File: config.mk
export PLATFORM = sky130hd
export DESIGN_NAME = tick_debouncer
export DESIGN_NICKNAME = d
export VERILOG_FILES = /design/src/rtl/tick_debouncer.sv
export SDC_FILE = /design/constraint.sdc
export NUM_CORES = 1
export LEC_CHECK = 0
export BUFFER_PORTS_ARGS = -buffer_cell sky130_fd_sc_hd__buf_2
export CORE_AREA = 2 2 39 41
export CTS_CLUSTER_SIZE = 28
export DETAILED_ROUTE_END_ITERATION = 12
export DIE_AREA = 0 0 41 43
export PLACE_DENSITY = 0.42
export SYNTH_ARGS = -nofsm -noshare
export SYNTH_HDL_FRONTEND = slang
export SYNTH_SLANG_ARGS = --single-unit
File: constraint.sdc
create_clock -name clk -period 2.5 [get_ports clk]
set_input_delay 0.125 -clock clk [delete_from_list [all_inputs] [get_ports clk]]
set_output_delay 0.125 -clock clk [all_outputs]
set_load 0.01 [all_outputs]
File: src/rtl/tick_debouncer.sv
// Tick-qualified switch debouncer: a new level is accepted after STABLE_TICKS consecutive ticks.
// Optional 2-flop input synchroniser enabled by defining TICK_DEBOUNCER_SYNC_EN.
module tick_debouncer #(
    parameter int STABLE_TICKS = 4
) (
    input  logic clk,
    input  logic reset,
    input  logic tick,
    input  logic sw,
    output logic db_level,
    output logic db_rise,
    output logic db_fall,
    output logic busy
);

    localparam int CNT_BITS = (STABLE_TICKS > 1) ? $clog2(STABLE_TICKS) : 1;
    localparam logic [CNT_BITS-1:0] CNT_LAST = CNT_BITS'(STABLE_TICKS - 1);

    generate
        if (STABLE_TICKS < 1) begin : g_bad_param
            $error("tick_debouncer: STABLE_TICKS must be >= 1");
        end
    endgenerate

    typedef enum logic [1:0] {
        ZERO  = 2'd0,
        WAIT1 = 2'd1,
        ONE   = 2'd2,
        WAIT0 = 2'd3
    } state_t;

    state_t                state_q, state_d;
    logic [CNT_BITS-1:0]   cnt_q, cnt_d;
    logic                  rise_q, rise_d;
    logic                  fall_q, fall_d;
    logic                  sw_s;

`ifdef TICK_DEBOUNCER_SYNC_EN
    logic sync1_q, sync2_q;

    always_ff @(posedge clk) begin
        if (reset) begin
            sync1_q <= 1'b0;
            sync2_q <= 1'b0;
        end else begin
            sync1_q <= sw;
            sync2_q <= sync1_q;
        end
    end

    assign sw_s = sync2_q;
`else
    assign sw_s = sw;
`endif

    always_ff @(posedge clk) begin
        if (reset) begin
            state_q <= ZERO;
            cnt_q   <= '0;
            rise_q  <= 1'b0;
            fall_q  <= 1'b0;
        end else begin
            state_q <= state_d;
            cnt_q   <= cnt_d;
            rise_q  <= rise_d;
            fall_q  <= fall_d;
        end
    end

    // A bounce always takes priority over a coincident tick, so the tick is dropped.
    always_comb begin
        state_d = state_q;
        cnt_d   = cnt_q;
        case (state_q)
            ZERO: begin
                if (sw_s) begin
                    state_d = WAIT1;
                    cnt_d   = '0;
                end
            end
            WAIT1: begin
                if (!sw_s) begin
                    state_d = ZERO;
                    cnt_d   = '0;
                end else if (tick) begin
                    if (cnt_q == CNT_LAST) begin
                        state_d = ONE;
                        cnt_d   = '0;
                    end else begin
                        cnt_d = cnt_q + CNT_BITS'(1);
                    end
                end
            end
            ONE: begin
                if (!sw_s) begin
                    state_d = WAIT0;
                    cnt_d   = '0;
                end
            end
            WAIT0: begin
                if (sw_s) begin
                    state_d = ONE;
                    cnt_d   = '0;
                end else if (tick) begin
                    if (cnt_q == CNT_LAST) begin
                        state_d = ZERO;
                        cnt_d   = '0;
                    end else begin
                        cnt_d = cnt_q + CNT_BITS'(1);
                    end
                end
            end
            default: begin
                state_d = ZERO;
                cnt_d   = '0;
            end
        endcase
    end

    assign rise_d = (state_q == WAIT1) && (state_d == ONE);
    assign fall_d = (state_q == WAIT0) && (state_d == ZERO);

    assign db_level = (state_q == ONE) || (state_q == WAIT0);
    assign busy     = (state_q == WAIT1) || (state_q == WAIT0);
    assign db_rise  = rise_q;
    assign db_fall  = fall_q;

endmodule

==> results.py, run 1 <==
metrics = {
    "detailed_routing": {
        "vias": 220,
        "dr.pass1.iters": 1,
        "postRouteAntennaNets": 0,
        "routed_via_density": 4.31,
        "drt_iter0_markers": 0,
        "drt_wl_total_um": 490,
        "drc": 0,
        "wl_per_cell_um": 9.61,
    },
    "grt": {
        "grt.overflow.total": 0,
        "grt_usage_pct": 7.75,
        "grt_pass1_wl_um": 807,
        "grt_max_degree": 11,
        "antenna_found_initial": 0,
        "grt_pass1_vias": 207,
    },
    "die": {
        "dieHeight_um": 43,
        "die-area_um2": 1760,
        "coreArea_um2": 1380,
        "io_pins": 8,
        "die_x_um": 41,
        "initial_core_util_pct": 20.6,
        "rows": 14,
    },
    "clock_network": {
        "h-tree-depth": 1,
        "cts_buffers": 3,
        "clock_latency_ps": 240,
        "clock-sinks": 6,
        "cts_tree": "done",
        "clk_path_buf_depth": 2,
        "cts_setup_buffers": 0,
        "cts_resized": 0,
        "clkTransAtPathRegs_ps": 40,
        "cts_root_buffer": "clkbuf_4",
        "postCtsHoldBufs": 0,
    },
    "layout": {
        "final_common_cell": "buf_2",
        "layout-drive-gt1-share_pct": 34.3,
        "final_util_pct": 25.3,
        "final_cell_mix": "buf_2, dfxtp_1, nor4bb_1, clkbuf_4",
        "syn_to_final_growth_pct": 22.8,
        "fin_area_um2": 350,
        "fin_nets": 42,
        "diodes": 0,
    },
    "synth": {
        "syn_area_per_cell_um2": 10.2,
        "syn_area_um2": 285,
        "yosys_warnings": 0,
        "synth.yosys.seq_area_share_pct": 42.1,
        "synth_seq_cells": 6,
        "syn-num-nets": 33,
        "synth_cell_types": 15,
        "synthCells": 28,
    },
    "setup_path": {
        "crit_type": "flop to flop",
        "cp.arrival_ps": 1260,
        "critPathMaxFanout": 4,
        "cp.required_ps": 2630,
        "ff2ff_path_depth": 4,
        "setup.worst_path.end_class": "flop",
        "startpoint_type": "flop",
    },
    "status": {
        "status": "complete, no violations",
    },
    "place": {
        "port_buffers": 7,
        "dpl_cell_area_um2": 328,
        "routabilityCongestion": 0.646,
        "dpl_worst_slack_ps": 1390,
        "hpwl_um": 400,
    },
    "sta": {
        "skew_ps": 1.20,
        "post-route-period-util_pct": 45.2,
        "setup_ws_ps": 1370,
        "slew_violations": 0,
        "slew_headroom_pct": 79.1,
        "finalSetupViolations": 0,
        "timing.fmax_ghz": 0.885,
        "tns_ps": 0,
        "final-hold-violation-count": 0,
        "worst_hold_slack_ps": 125,
        "rsz0062_at_grt": "no",
        "tightest_slew_ps": 309,
        "min_period_ps": 1130,
    },
    "min_path": {
        "hold_path_depth": 2,
        "hp-class": "input pin to flop",
    },
    "power": {
        "ir_drop_v": 0.000248,
        "power_density_nw_per_um2": 563,
        "leakagePower_nw": 0.151,
    },
    "job": {
        "cap_violations": 0,
    },
}
## where the power goes
group / switching [mW] / internal (mW)
logic: 0.00681 / 0.00539
registers: 0.00195 / 0.0975
clock network: 0.0315 / 0.0540
total: 0.0403 / 0.157
## cell families (layout without fill, tap and decap cells)
group	Yosys count	count (layout)	synth area share [%]
compound gates	4	4	9.65
xor+xnor	1	1	5.70
fa+ha+maj	1	1	4.39
buf+inv	5	12	7.02
flops	6	6	42.1
mux	1	1	3.51
simple gates	10	10	27.6
## path summary, 6_finish.rpt
path / start / slack [ps] / to
setup / recovery: cnt_q[0]$_SDFFE_PP0P_ / 1370 / cnt_q[1]$_SDFFE_PP0P_
hold reg to reg: cnt_q[1]$_SDFFE_PP0P_ / 490 / cnt_q[1]$_SDFFE_PP0P_
setup reg to reg: cnt_q[0]$_SDFFE_PP0P_ / 1370 / cnt_q[1]$_SDFFE_PP0P_
hold / removal: sw / 130 / db_fall$_SDFF_PP0_
## sequential cells by signal, indices dropped and copies added, names as in the netlist
| register | count |
|---|---|
| state_q | 2 |
| db_fall | 1 |
| db_rise | 1 |
| cnt_q | 2 |
## critical path, cell delays in order, from the launching register on
cell,delay (ps)
dfxtp_1,320
ha_1,300
and4b_1,190
o21ai_1,120
o41ai_1,80
## routing by layer
layer | track usage [%] | up-vias | wire length [um]
met5 | 0 | - | 0
met4 | 12.0 | 0 | 29
met3 | 3.66 | 3 | 37
met2 | 9.38 | 8 | 218
met1 | 7.14 | 93 | 204
li1 | - | 116 | -
## per-stage QoR
stage | std cells | power [mW]
after floorplan | 28 | 0.108
after global placement | 48 | 0.113
after detailed placement | 48 | 0.113
after CTS | 51 | 0.201
after global routing | 51 | 0.208
final | 51 | 0.197
## Yosys cell counts, drive strengths merged
cell / count / share of area [%]
clkbuf: 2 / 2.6
inv: 2 / 2.6
nor4b: 2 / 6.1
dfxtp: 6 / 42
nand3: 1 / 3.5
nor2: 2 / 2.6
buf: 1 / 1.8
xor2: 1 / 5.7
o21ai: 2 / 3.5
nand2: 1 / 1.3
ha: 1 / 4.4
nor4bb: 3 / 11
mux2i: 1 / 3.5
o41ai: 2 / 6.1
and4b: 1 / 3.5
## area by class of cell
type	instances	area, um^2
multi-input combinational	17	145
clock buffer	3	22.5
fill	151	1030
timing repair buffer	7	35.0
tap	16	20.0
inverter	2	7.51
sequential	6	120
(Power assumes the default switching activity.)
==> run 2: changes to the inputs <==
--- a/config.mk
+++ b/config.mk
@@ -10,7 +10,7 @@
 export CTS_CLUSTER_SIZE = 28
 export DETAILED_ROUTE_END_ITERATION = 12
 export DIE_AREA = 0 0 41 43
-export PLACE_DENSITY = 0.42
+export PLACE_DENSITY = 0.43
 export SYNTH_ARGS = -nofsm -noshare
 export SYNTH_HDL_FRONTEND = slang
 export SYNTH_SLANG_ARGS = --single-unit
==> constraint.sdc (replaced) <==
create_clock -name clk -period 1 [get_ports clk]
set_input_delay 0.05 -clock clk [delete_from_list [all_inputs] [get_ports clk]]
set_output_delay 0.05 -clock clk [all_outputs]
set_load 0.01 [all_outputs]
==> run 2 against run 1 <==
  * Global-route usage up 0.92 points
  * Sequential power rose to 2.5 times the previous value
  * Combinational power grew to 3.3 times the previous value
  * Non-clock buffer count grew 3
  * The run now ends with negative setup slack left
==> results.py, run 2 (same netlist as run 1, synthesis figures left out) <==
metrics = {
    "grt": {
        "grt_pass1_wl_um": 931,
        "antenna_found_initial": 0,
        "grt_pass1_vias": 228,
        "grt_usage_pct": 8.67,
        "grt_max_degree": 11,
        "grt.overflow.total": 0,
    },
    "detailed_routing": {
        "dr.pass1.iters": 2,
        "drt_iter0_markers": 1,
        "drt_wl_total_um": 597,
        "routed_via_density": 4.61,
        "drc": 0,
        "wl_per_cell_um": 11.1,
        "vias": 249,
        "postRouteAntennaNets": 0,
    },
    "layout": {
        "final_cell_mix": "buf_2, clkbuf_4, dfxtp_2, dfxtp_1, buf_4",
        "syn_to_final_growth_pct": 48.7,
        "fin_nets": 45,
        "reg_top3": "cnt_q x2, state_q x2",
        "final_util_pct": 30.7,
        "diodes": 0,
        "fillers": 142,
        "final_common_cell": "buf_2",
        "layout-drive-gt1-share_pct": 57.9,
    },
    "clock_network": {
        "clock-sinks": 6,
        "cts_root_buffer": "clkbuf_4",
        "clk_path_buf_depth": 2,
        "cts_buffers": 3,
        "postCtsHoldBufs": 0,
        "clock_latency_ps": 250,
        "cts_tree": "done",
        "h-tree-depth": 1,
        "clkTransAtPathRegs_ps": 50,
    },
    "setup_path": {
        "ff2ff_path_depth": 4,
        "cpMaxStageDelayCell": "dfxtp_2",
        "cpPeakStageDelay_ps": 340,
        "setup.worst_path.end_class": "flop",
        "r2r_start": "cnt_q[0]$_SDFFE_PP0P_",
        "critical_path.top_delay_family": "flip-flops",
        "cp_cell_sequence": "buf_4, nor4bb_2, o21ai_1, o41ai_1",
        "r2r_end": "cnt_q[0]$_SDFFE_PP0P_",
        "critPathMaxFanout": 3,
        "cp.required_ps": 1140,
        "cp.arrival_ps": 1190,
        "r2r_setup_slack_ps": -50,
        "startpoint_type": "flop",
        "crit_type": "flop to flop",
        "critical_path.n_buffers_inverters": 1,
    },
    "sta": {
        "timing.fmax_ghz": 0.956,
        "setup_ws_ps": -46.3,
        "skew_ps": 9.59,
        "tightest_slew_ps": 275,
        "min_period_ps": 1050,
        "finalSetupViolations": 2,
        "rsz0062_at_grt": "yes",
        "post-route-period-util_pct": 105,
        "slew_headroom_pct": 81.4,
        "final-hold-violation-count": 0,
        "slew_violations": 0,
    },
    "status": {
        "violations": "negative setup slack",
        "status": "complete, but fails checks",
    },
    "place": {
        "port_buffers": 7,
        "hpwl_um": 379,
        "routabilityCongestion": 0.629,
    },
    "min_path": {
        "worstHoldStart": "sw",
        "holdPathEnd": "db_fall$_SDFF_PP0_",
        "hold_path_depth": 2,
        "hp-class": "input pin to flop",
    },
    "die": {
        "die-area_um2": 1760,
        "dieHeight_um": 43,
        "initial_core_util_pct": 20.6,
        "die_x_um": 41,
        "coreArea_um2": 1380,
        "rows": 14,
        "io_pins": 8,
    },
    "power": {
        "power_mw": 0.520,
        "power_density_nw_per_um2": 1230,
        "ir_drop_v": 0.000621,
        "leakagePower_nw": 0.172,
    },
    "job": {
        "cap_violations": 0,
    },
}
## run 2: changes by cell type in the layout (fill, tap and decap cells not counted), sizes merged
cell  delta
buf      +3
## run 2: worst max-delay path by stage
stage / startpoint / endpoint / slack, ps / depth (start not counted)
floorplan: cnt_q[1]$_SDFFE_PP0P_ / cnt_q[1]$_SDFFE_PP0P_ / -30 / 4
global placement: cnt_q[1]$_SDFFE_PP0P_ / cnt_q[1]$_SDFFE_PP0P_ / -70 / 4
detailed placement: cnt_q[1]$_SDFFE_PP0P_ / cnt_q[1]$_SDFFE_PP0P_ / -80 / 4
CTS: cnt_q[1]$_SDFFE_PP0P_ / cnt_q[1]$_SDFFE_PP0P_ / -60 / 4
global route: cnt_q[0]$_SDFFE_PP0P_ / cnt_q[0]$_SDFFE_PP0P_ / -100 / 4
finish: cnt_q[0]$_SDFFE_PP0P_ / cnt_q[0]$_SDFFE_PP0P_ / -50 / 4
## run 2: metrics by stage
stage                     std cells  hold slack [ps]  cell area [um^2]  setup TNS (ps)  setup WS (ps)
after floorplan                  28              127               287           -32.3          -32.3
after global placement           49              287               337           -68.9          -68.9
after detailed placement         49              296               337           -77.8          -77.8
after CTS                        53             35.8               368           -61.5          -61.5
after global routing             54             49.1               424            -165          -98.9
final                            54             39.7               424           -65.5          -46.3
## run 2: area by class of cell
cell class / instances / area [um^2] / share of cell area, %
Sequential cell: 6 / 124 / 29.2
Multi-Input combinational cell: 17 / 193 / 45.4
Inverter: 2 / 7.51 / 1.77
Tap cell: 16 / 20.0 / 4.72
Timing Repair Buffer: 10 / 57.6 / 13.6
Clock buffer: 3 / 22.5 / 5.31
## run 2: timing repair
item | 4_1_cts | 5_1_grt
pin swaps | 1 | 1
resized for setup | 1 | 8
setup endpoints to repair | 2 | 5
setup buffers | 1 | 1
## run 2: layer usage
layer	track usage [%]	vias up	part of all wire, %
li1	-	122	-
met1	9.77	116	40
met2	9.69	8	47
met3	3.66	3	7.0
met4	12.0	0	5.5
met5	0	-	0
## run 2: report_power, final
group / switching, mW / leakage, nW / internal (mW)
combinational: 0.0224 / 0.108 / 0.0173
sequential: 0.00620 / 0.0499 / 0.244
clock: 0.0941 / 0.0138 / 0.136
total: 0.123 / 0.172 / 0.397
==> run 3: changes to the inputs <==
--- a/config.mk
+++ b/config.mk
@@ -7,10 +7,11 @@
 export LEC_CHECK = 0
 export BUFFER_PORTS_ARGS = -buffer_cell sky130_fd_sc_hd__buf_2
 export CORE_AREA = 2 2 39 41
+export CTS_BUF_LIST = sky130_fd_sc_hd__clkbuf_8
 export CTS_CLUSTER_SIZE = 28
 export DETAILED_ROUTE_END_ITERATION = 12
 export DIE_AREA = 0 0 41 43
-export PLACE_DENSITY = 0.43
+export PLACE_DENSITY = 0.42
 export SYNTH_ARGS = -nofsm -noshare
 export SYNTH_HDL_FRONTEND = slang
 export SYNTH_SLANG_ARGS = --single-unit
==> constraint.sdc (replaced) <==
create_clock -name clk -period 1.2 [get_ports clk]
set_input_delay 0.06 -clock clk [delete_from_list [all_inputs] [get_ports clk]]
set_output_delay 0.06 -clock clk [all_outputs]
set_load 0.01 [all_outputs]
==> run 3 against run 2 <==
  * The flow now finishes without violations
  * Critical path type unchanged
  * Power is 2.3% higher
  * Design area shrank 13%
  * Die area unchanged
  * Clock power increased by 30%
  * Global-route usage rose by 0.38 points
  * Sequential share of layout area increased by 3.3 points
  * Count of clock-buffer cells in the layout stayed put
  * Cell count fell by 5.6%
  * Via count decreased by 6.4%
  * Largest cell class unchanged
  * Combinational power fell by 35%
  * Setup slack improved by 130 ps
==> results.py, run 3 (same netlist as run 1, synthesis figures left out) <==
metrics = {
    "sta": {
        "skew_ps": 2.20,
        "final-hold-violation-count": 0,
        "rsz0062_at_grt": "no",
        "timing.fmax_ghz": 0.895,
        "min_period_ps": 1120,
        "setup_ws_ps": 82.6,
        "post-route-period-util_pct": 93.1,
        "tns_ps": 0,
        "finalSetupViolations": 0,
        "tightest_slew_ps": 272,
        "slew_headroom_pct": 81.6,
        "slew_violations": 0,
    },
    "clock_network": {
        "cts_root_buffer": "clkbuf_8",
        "cts_resized": 0,
        "clock-sinks": 6,
        "clkTransAtPathRegs_ps": 40,
        "cts_tree": "done",
        "cts_buffers": 3,
        "clock_latency_ps": 220,
        "cts_setup_buffers": 0,
        "postCtsHoldBufs": 0,
        "h-tree-depth": 1,
        "clk_path_buf_depth": 2,
    },
    "place": {
        "dpl_cell_area_um2": 328,
        "dpl_worst_slack_ps": 90.2,
        "port_buffers": 7,
        "hpwl_um": 415,
        "routabilityCongestion": 0.643,
        "dp_cells": 48,
    },
    "detailed_routing": {
        "postRouteAntennaNets": 0,
        "drt_wl_total_um": 557,
        "drt_iter0_markers": 1,
        "drc": 0,
        "routed_via_density": 4.57,
        "vias": 233,
        "dr.pass1.iters": 2,
        "wl_per_cell_um": 10.9,
    },
    "layout": {
        "final_common_cell": "buf_2",
        "fin_nets": 42,
        "syn_to_final_growth_pct": 29.4,
        "fin_area_um2": 369,
        "layout-drive-gt1-share_pct": 34.3,
        "stdcell_count": 51,
        "final_cell_mix": "buf_2, dfxtp_1, nor4bb_1, clkbuf_8",
        "diodes": 0,
        "reg_top3": "cnt_q x2, state_q x2",
    },
    "die": {
        "initial_core_util_pct": 20.6,
        "rows": 14,
        "die_x_um": 41,
        "io_pins": 8,
        "die-area_um2": 1760,
        "coreArea_um2": 1380,
        "dieHeight_um": 43,
    },
    "grt": {
        "grt.overflow.total": 0,
        "grt_usage_pct": 9.05,
        "antenna_found_initial": 0,
        "grt_pass1_wl_um": 945,
        "grt_max_degree": 11,
        "grt_pass1_vias": 234,
    },
    "power": {
        "ir_drop_v": 0.000513,
        "power_density_nw_per_um2": 1440,
        "power_mw": 0.532,
        "leakagePower_nw": 0.159,
    },
    "min_path": {
        "hp-class": "input pin to flop",
    },
    "setup_path": {
        "crit_type": "flop to flop",
        "startpoint_type": "flop",
        "cp.required_ps": 1300,
        "cp.arrival_ps": 1210,
        "setup.worst_path.end_class": "flop",
        "critPathMaxFanout": 4,
    },
    "job": {
        "cap_violations": 0,
    },
    "status": {
        "status": "complete, no violations",
    },
}
## run 3: cell types whose count changed in the layout (fill, tap and decap cells not counted), sizes merged
cell	change
buf	-3
## run 3: power breakdown
group | internal [mW] | total, mW | switching (mW) | leakage (nW)
Clock | 0.215 | 0.299 | 0.0836 | 0.0216
Sequential | 0.203 | 0.208 | 0.00420 | 0.0486
Combinational | 0.0112 | 0.0259 | 0.0147 | 0.0890
Total | 0.430 | 0.532 | 0.102 | 0.159
## run 3: metrics by stage
stage | hold slack (ps) | util, %
after floorplan | 137 | -
after global routing | 97.0 | 26.7
final | 81.4 | 26.7
after detailed placement | 314 | 23.7
after global placement | 296 | 23.7
after CTS | 80.5 | 26.7
## run 3: layout make-up
cell class,count,area [um^2]
Tap cell,16,20.0
Inverter,2,7.51
Multi-Input combinational cell,17,145
Fill cell,151,1010
Clock buffer,3,41.3
Sequential cell,6,120
Timing Repair Buffer,7,35.0
## run 3: path summary, 6_finish.rpt
kind | slack, ps | startpoint | end | depth (start not counted)
worst max-delay path | 80 | cnt_q[0]$_SDFFE_PP0P_ | cnt_q[1]$_SDFFE_PP0P_ | 4
worst min-delay path | 80 | sw | db_fall$_SDFF_PP0_ | 2
worst max register to register | 80 | cnt_q[0]$_SDFFE_PP0P_ | cnt_q[1]$_SDFFE_PP0P_ | 4
worst min register to register | 490 | cnt_q[1]$_SDFFE_PP0P_ | cnt_q[1]$_SDFFE_PP0P_ | 2
## run 3: metal layers
| layer | track usage [%] | up-vias | share of wire [%] |
|---|---|---|---|
| met5 | 0 | - | 0 |
| met3 | 3.66 | 2 | 6.8 |
| li1 | - | 117 | - |
| met2 | 11.9 | 5 | 51 |
| met1 | 7.77 | 109 | 39 |
| met4 | 14.0 | 0 | 3.1 |
## run 3: worst max-delay path, stage by stage, from the launching register on
cell and delay, ps:
dfxtp_1 320, ha_1 290, and4b_1 190, o21ai_1 110, o41ai_1 80
